[src/rtl/pipeline_ctrl_chain.sv]
// Control-signal pipeline of DEPTH stages. Each stage holds a control vector,
// a destination register index and a valid bit. The hazard unit drives
// bubble, hold and flush. The block also keeps retire and stall counters and
// selects forwarding sources for two ID source registers.
module pipeline_ctrl_chain #(
    parameter int              CW       = 17,
    parameter int              DEPTH    = 4,
    parameter int              RDW      = 5,
    parameter int              RFEN_BIT = 0,
    parameter logic [CW-1:0]   NOP_CTRL = {CW{1'b0}},
    parameter int              FW       = $clog2(DEPTH + 1)
) (
    input  logic                   clk,
    input  logic                   reset,
    input  logic [CW-1:0]          id_ctrl,
    input  logic [RDW-1:0]         id_rd,
    input  logic                   id_valid,
    input  logic                   bubble,
    input  logic [DEPTH-1:0]       hold,
    input  logic [DEPTH-1:0]       flush,
    input  logic [RDW-1:0]         rs1,
    input  logic [RDW-1:0]         rs2,
    output logic [DEPTH*CW-1:0]    stage_ctrl,
    output logic [DEPTH*RDW-1:0]   stage_rd,
    output logic [DEPTH-1:0]       stage_valid,
    output logic                   id_ready,
    output logic [FW-1:0]          occupancy,
    output logic [FW-1:0]          fwd1,
    output logic [FW-1:0]          fwd2,
    output logic [31:0]            retire_count,
    output logic [15:0]            stall_count
);

    logic [CW-1:0]    ctrl_q [DEPTH];
    logic [CW-1:0]    ctrl_d [DEPTH];
    logic [RDW-1:0]   rd_q   [DEPTH];
    logic [RDW-1:0]   rd_d   [DEPTH];
    logic [DEPTH-1:0] valid_q;
    logic [DEPTH-1:0] valid_d;
    logic [DEPTH-1:0] h_s;
    logic [31:0]      retire_q;
    logic [15:0]      stall_q;

    // Returns 1-based index of the youngest stage that will write rs, else 0.
    function automatic logic [FW-1:0] fwd_sel(input logic [RDW-1:0] rs);
        logic [FW-1:0] sel;
        sel = '0;
        for (int j = DEPTH - 1; j >= 0; j--) begin
            if (valid_q[j] && ctrl_q[j][RFEN_BIT] && (rd_q[j] == rs) && (rs != '0)) begin
                sel = FW'(j + 1);
            end else begin
                sel = sel;
            end
        end
        return sel;
    endfunction

    // Effective hold: a stall freezes its own stage and everything upstream.
    always_comb begin
        h_s = '0;
        h_s[DEPTH-1] = hold[DEPTH-1];
        for (int i = DEPTH - 2; i >= 0; i--) begin
            h_s[i] = hold[i] | h_s[i+1];
        end
    end

    // Next-state selection per stage: flush, then hold, then entry/shift.
    always_comb begin
        for (int i = 0; i < DEPTH; i++) begin
            ctrl_d[i]  = NOP_CTRL;
            rd_d[i]    = '0;
            valid_d[i] = 1'b0;
            if (flush[i]) begin
                ctrl_d[i]  = NOP_CTRL;
                rd_d[i]    = '0;
                valid_d[i] = 1'b0;
            end else if (h_s[i]) begin
                ctrl_d[i]  = ctrl_q[i];
                rd_d[i]    = rd_q[i];
                valid_d[i] = valid_q[i];
            end else if (i == 0) begin
                ctrl_d[i]  = bubble ? NOP_CTRL : id_ctrl;
                rd_d[i]    = bubble ? {RDW{1'b0}} : id_rd;
                valid_d[i] = id_valid & ~bubble;
            end else if (h_s[i-1]) begin
                // Upstream is frozen, so a bubble fills the gap below it.
                ctrl_d[i]  = NOP_CTRL;
                rd_d[i]    = '0;
                valid_d[i] = 1'b0;
            end else begin
                ctrl_d[i]  = ctrl_q[i-1];
                rd_d[i]    = rd_q[i-1];
                valid_d[i] = valid_q[i-1];
            end
        end
    end

    // Stage registers and counters; reset forces NOP contents and zero counts.
    always_ff @(posedge clk or posedge reset) begin
        if (reset) begin
            for (int i = 0; i < DEPTH; i++) begin
                ctrl_q[i] <= NOP_CTRL;
                rd_q[i]   <= '0;
            end
            valid_q  <= '0;
            retire_q <= 32'd0;
            stall_q  <= 16'd0;
        end else begin
            for (int i = 0; i < DEPTH; i++) begin
                ctrl_q[i] <= ctrl_d[i];
                rd_q[i]   <= rd_d[i];
            end
            valid_q <= valid_d;
            if (valid_q[DEPTH-1] && !hold[DEPTH-1]) begin
                retire_q <= retire_q + 32'd1;
            end else begin
                retire_q <= retire_q;
            end
            if (h_s[0] && (stall_q != 16'hFFFF)) begin
                stall_q <= stall_q + 16'd1;
            end else begin
                stall_q <= stall_q;
            end
        end
    end

    // Occupancy is the number of valid stages.
    always_comb begin
        occupancy = '0;
        for (int i = 0; i < DEPTH; i++) begin
            occupancy = occupancy + FW'(valid_q[i]);
        end
    end

    genvar g;
    for (g = 0; g < DEPTH; g++) begin : g_pack
        assign stage_ctrl[g*CW +: CW]  = ctrl_q[g];
        assign stage_rd[g*RDW +: RDW]  = rd_q[g];
    end

    assign stage_valid  = valid_q;
    assign id_ready     = ~h_s[0];
    assign fwd1         = fwd_sel(rs1);
    assign fwd2         = fwd_sel(rs2);
    assign retire_count = retire_q;
    assign stall_count  = stall_q;

endmodule

[config.mk]
export PLATFORM = sky130hd
export DESIGN_NAME = pipeline_ctrl_chain
export DESIGN_NICKNAME = d
export VERILOG_FILES = /design/src/rtl/pipeline_ctrl_chain.sv
export SDC_FILE = /design/constraint.sdc
export NUM_CORES = 1
export LEC_CHECK = 0
export ABC_AREA = 1
export CORE_UTILIZATION = 35
export CTS_CLUSTER_SIZE = 40
export DETAILED_ROUTE_END_ITERATION = 8
export SYNTH_ARGS = -nofsm -noshare
export SYNTH_HDL_FRONTEND = slang
export SYNTH_SLANG_ARGS = --single-unit
[constraint.sdc]
create_clock -name clk -period 5.1 [get_ports clk]
set_clock_uncertainty 0.2 [all_clocks]
set_input_delay 0.765 -clock clk [delete_from_list [all_inputs] [get_ports clk]]
set_output_delay 0.765 -clock clk [all_outputs]
set_load 0.01 [all_outputs]
==> results.yml, run 1 <==
status:
  outcome: "complete, no violations"
logic_synthesis:
  yosysMostFrequentCell: "nand2_1"
  synth-seq-cells: 140
  synth-edff-count: 0
  synthFlopType: "dfrtp_1"
  synth_top_cell_by_area: "dfrtp_1"
  async_reset_ff_frac: 1.000
  ys_seq_area_frac: 0.4700
  synth.distinct_cells: 37
  syn-num-nets: 976
  netlist_area_um2: 7453
  synthCells: 927
  ys_top_cells_by_count: "268 x nand2_1, 140 x dfrtp_1, 111 x inv_1"
  ys_warn_count: 0
  ys_top_cells_by_area: "dfrtp_1 47%, nand2_1 13%, nand3_1 7.0%"
  avgSynthCellArea_um2: 8.040
  synth_top_area_share: 0.4700
route:
  drc: 0
  avgViaCountPerCell: 4.878
  dr_total_vias: 6829
  wl_per_cell_um: 16.23
  antenna_left: 0
  drt_first_pass_iters: 5
  wl_mm: 22.73
  drt_iter0_drc: 257
sta:
  holdWs_ns: 0.3099
  post-route-min-period_ns: 3.668
  slew_viol_final: 0
  finalCritPeriodShare: 0.7192
  finalHoldViolCount: 0
  fmax_mhz: 272.6
  finalSetupViolCount: 0
  layout_setup_ws_ns: 1.432
  tightest_slew_ns: 1.058
  rsz0062_at_grt: "no"
  final.setup.tns_ns: 0
  relSlewSlack: 0.2923
grt:
  gr-max-usage-layer: "met2"
  track_usage: 0.2143
  grt_start_max_net_pins: 103
  use_met2: 0.3406
  met1_usage: 0.2906
  grt_use_met3: 0.05957
  antenna_found_initial: 0
  grt_pass1_wl_mm: 36.40
  grt_remaining_overflow: 0
  grt_pass1_vias: 6703
clock_network:
  clockBufferDepth: 2
  path_clk_slew_ns: 0.06
  cts_inserted_buffers: 17
  cts_root_buffer: "clkbuf_16"
  cts_tree: "built"
  cts-htree-levels: 4
  ctsResizeCount: 0
  worstSkewPairLatency_ns: 0.42
  cts_setup_buffers: 0
  cts_hold_buf: 0
  cts.sinks: 140
final_layout:
  fillers: 2089
  antenna_cells: 0
  synthToLayoutAreaGrowth_pct: 36.06
  nets: 1161
  drive_above_1_share: 0.06578
place:
  io_buffers: 193
  dpl_worst_slack_ns: 1.451
  gp_congestion: 0.9359
  dp_hpwl_mm: 16.92
worst_setup_path:
  slowest_stage: "clkdlybuf4s50_1"
  crit_chain: "clkdlybuf4s50_1 -> inv_1 -> nand2_1 -> nand2_1 -> nor2_1 -> nand2_1 -> nor2_1 -> nor2_1 -> nor2_1 -> clkdlybuf4s50_1"
  path_max_fanout: 5
  crit_type: "in -> out"
  cp_common_cell: "nor2_1"
  required_ns: 4.14
  crit_path_max_incr_delay_ns: 0.60
  crit_family: "buffers and inverters"
  end_kind: "output pin"
  critPathBufInv: 3
  crit_path_start_kind: "input pin"
  regToRegSetupSlack_ns: 3.18
  crit_arrival_ns: 2.70
floorplanning:
  fp.dieArea_um2: 21880
  initial_core_util: 0.3557
  coreArea_um2: 20960
  ios: 194
  die_w_um: 147.9
  die_y_um: 147.9
  rows: 53
flow_run:
  maxCapViolations: 0
min_path:
  hold_class: "reg -> reg"
power:
  p_per_area_nw_per_um2: 267.4
  p_leak_nw: 4.487
  vdd_drop_max_mv: 0.2481
## per-stage QoR
step / std cells / total power, mW / util / cell area [µm²]
4_1_cts: 1400 / 2.745 / 0.4839 / 10140
3_3_place_gp: 1368 / 1.551 / 0.4570 / 9577
2_1_floorplan: 927 / 1.393 / - / 7453
6_report: 1400 / 2.712 / 0.4839 / 10140
3_5_place_dp: 1368 / 1.556 / 0.4570 / 9577
5_1_grt: 1400 / 2.831 / 0.4839 / 10140
## worst paths after layout
| path | start | endpoint | cells past startpoint |
|---|---|---|---|
| setup / recovery | rs1[3] | fwd1[1] | 10 |
| hold / removal | retire_count[5] | retire_count[5] | 1 |
| setup reg to reg | stall_count[0] | stall_count[12] | 9 |
| hold reg to reg | retire_count[5] | retire_count[5] | 1 |
| max in group asynchronous | reset | stage_rd[15] | 3 |
| min in group asynchronous | reset | stall_count[1] | 2 |
## layer usage
layer | vias up | wire (µm)
li1 | 3382 | -
met1 | 3243 | 10280
met2 | 189 | 10710
met3 | 15 | 1479
met4 | 0 | 251
met5 | - | 0
## registers in the layout, indices dropped and copies added (netlist names)
| name | flops |
|---|---|
| stage_rd | 20 |
| stall_count | 16 |
| stage_valid | 4 |
| stage_ctrl | 68 |
| retire_count | 32 |
## power by group
group / internal [mW] / total [mW] / switching [mW]
sequential: 1.15 / 1.20 / 0.0505
combinational: 0.148 / 0.334 / 0.186
clock: 0.654 / 1.18 / 0.528
## final cells by class
type | count | area (µm²) | area share
Sequential cell | 140 | 3503 | 0.3455
Multi-Input combinational cell | 636 | 3298 | 0.3252
Timing Repair Buffer | 200 | 1984 | 0.1957
Inverter | 117 | 446.7 | 0.04405
Clock buffer | 18 | 439.2 | 0.04331
Tap cell | 275 | 344.1 | 0.03393
Clock inverter | 14 | 125.1 | 0.01234
## cell usage in the layout (no fill, tap or decap), drive strengths merged
cell	instances
xnor2	15
o31ai	18
nand3	106
clkinvlp	1
nand3b	10
inv	122
ha	4
or2	1
o22ai	1
buf	7
nand2	273
nor3	5
nand4	18
o32ai	28
a21oi	2
fa	1
dfrtp	140
clkbuf	18
nor2	95
xor2	18
o21ai	41
clkdlybuf4s50	193
clkinv	8
## kinds of logic (layout without fill, tap and decap cells)
family | after synthesis | in the layout | synth area share
buffers and inverters | 151 | 349 | 0.08746
XOR/XNOR | 33 | 33 | 0.03878
AO/OA/AOI/OAI | 90 | 90 | 0.08293
AND/OR/NAND/NOR | 508 | 508 | 0.3114
adder cells (fa/ha/maj) | 5 | 5 | 0.009401
flip-flops | 140 | 140 | 0.4700
No activity file was read; power rests on OpenSTA's default activity.
==> inputs of run 2 (changes only) <==
==> constraint.sdc (replaced) <==
create_clock -name clk -period 3.2 [get_ports clk]
set_clock_uncertainty 0.2 [all_clocks]
set_input_delay 0.48 -clock clk [delete_from_list [all_inputs] [get_ports clk]]
set_output_delay 0.48 -clock clk [all_outputs]
set_load 0.01 [all_outputs]
==> results.yml, run 2 (synthesis gave the netlist of run 1 again) <==
worst_setup_path:
  end_kind: "output pin"
  crit_type: "in -> out"
  crit_arrival_ns: 2.34
  crit_path_start_kind: "input pin"
  required_ns: 2.52
  path_max_fanout: 8
final_layout:
  multi_input_area_um2: 3298
  final_common_cell: "nand2_1"
  antenna_cells: 0
  fillers: 2092
  layout.cells.most_common_list: "268 x nand2_1, 192 x clkdlybuf4s50_1, 140 x dfrtp_1, 109 x inv_1, 104 x nand3_1"
  largest_reg_flops: 68
  seqCellArea_um2: 3503
  synthToLayoutAreaGrowth_pct: 37.30
  nets: 1166
  drive_above_1_share: 0.07080
sta:
  slew_viol_final: 0
  finalHoldViolCount: 0
  layout_setup_ws_ns: 0.1796
  relSlewSlack: 0.4233
  rsz0062_at_grt: "no"
  tightest_slew_ns: 0.8642
  finalCritPeriodShare: 0.9439
  fmax_mhz: 331.1
  finalSetupViolCount: 0
  final.setup.tns_ns: 0
  post-route-min-period_ns: 3.020
clock_network:
  cts-htree-levels: 4
  cts.sinks: 140
  cts_root_buffer: "clkbuf_16"
  cts_tree: "built"
  cts_inserted_buffers: 17
  path_clk_slew_ns: 0.06
  worstSkewPairLatency_ns: 0.42
  clockBufferDepth: 2
grt:
  grt_pass1_wl_mm: 37.14
  grt_start_max_net_pins: 141
  grt_remaining_overflow: 0
  track_usage: 0.2208
  grt_pass1_vias: 6697
  antenna_found_initial: 0
route:
  wl_mm: 23.42
  drt_first_pass_iters: 5
  avgViaCountPerCell: 4.981
  drc: 0
  drt_iter0_drc: 321
  wl_per_cell_um: 16.67
  dr_total_vias: 6999
  antenna_left: 0
floorplanning:
  fp.dieArea_um2: 21880
  ios: 194
  coreArea_um2: 20960
  die_w_um: 147.9
  rows: 53
  die_y_um: 147.9
  initial_core_util: 0.3557
power:
  vdd_drop_max_mv: 0.3216
  seq_power_share: 0.426
  internal_power_mw: 3.243
  p_per_area_nw_per_um2: 437.1
  p_leak_nw: 4.547
  p_comb_frac: 0.119
  p_sw_mw: 1.230
  swShare: 0.2750
  power_mw: 4.473
  p_clk_frac: 0.454
place:
  gp_congestion: 0.9415
  io_buffers: 193
  dp_hpwl_mm: 16.77
  dpl_worst_slack_ns: 0.2160
min_path:
  hold_class: "reg -> reg"
status:
  outcome: "complete, no violations"
flow_run:
  maxCapViolations: 0
## run 2: layout make-up
cell class / instances / share of cell area
flip-flops and latches: 140 / 0.3423
multi-input cells: 636 / 0.3223
repair buffers: 205 / 0.1990
inverters: 117 / 0.04353
clock buffers: 17 / 0.04157
well taps: 275 / 0.03362
clock inverters: 15 / 0.01761
## run 2: what timing repair did
action / CTS / global route
setup endpoints to repair: 1 / 1
buffers inserted: 2 / 1
gates resized for setup: 1 / 1
hold buffers: 0 / 0
## run 2: path summary, 6_finish.rpt
check	end	from	cells past startpoint	slack [ns]
max	fwd2[1]	rs2[3]	8	0.18
min	stage_ctrl[65]	stage_ctrl[65]	2	0.31
max reg2reg	stall_count[4]	stall_count[0]	9	1.31
min reg2reg	stage_ctrl[65]	stage_ctrl[65]	2	0.31
max in group asynchronous	stage_rd[16]	reset	3	1.75
min in group asynchronous	retire_count[4]	reset	3	0.42
## run 2: per-stage QoR
step / hold slack, ns / area [µm²] / cells / utilization
floorplan: 0.3217 / 7457 / 927 / -
CTS: 0.3166 / 10220 / 1404 / 0.4879
global route: 0.3479 / 10230 / 1405 / 0.4884
global placement: 0.2944 / 9603 / 1370 / 0.4583
detailed placement: 0.2998 / 9603 / 1370 / 0.4583
finish: 0.3147 / 10230 / 1405 / 0.4884
## run 2: power by group through the flow
stage | clock (mW) | combinational (mW) | sequential [mW]
after floorplan | 0 | 0.272 | 1.95
after global placement | 0 | 0.535 | 1.94
after detailed placement | 0 | 0.539 | 1.94
after CTS | 2.08 | 0.541 | 1.91
after global routing | 2.16 | 0.593 | 1.92
final | 2.03 | 0.534 | 1.91
## run 2: routing by layer
layer	GRT usage	routed length, µm
met5	0	0
met4	0.08608	532
met3	0.05278	1458
met2	0.3366	10890
met1	0.3019	10540
## run 2: critical path, stage by stage
cell             delay, ns
clkdlybuf4s50_1       0.63
inv_1                 0.14
a21oi_1               0.14
nand2_1               0.06
nor2_1                0.10
nand2_1               0.09
a21oi_1               0.16
clkdlybuf4s50_1       0.55
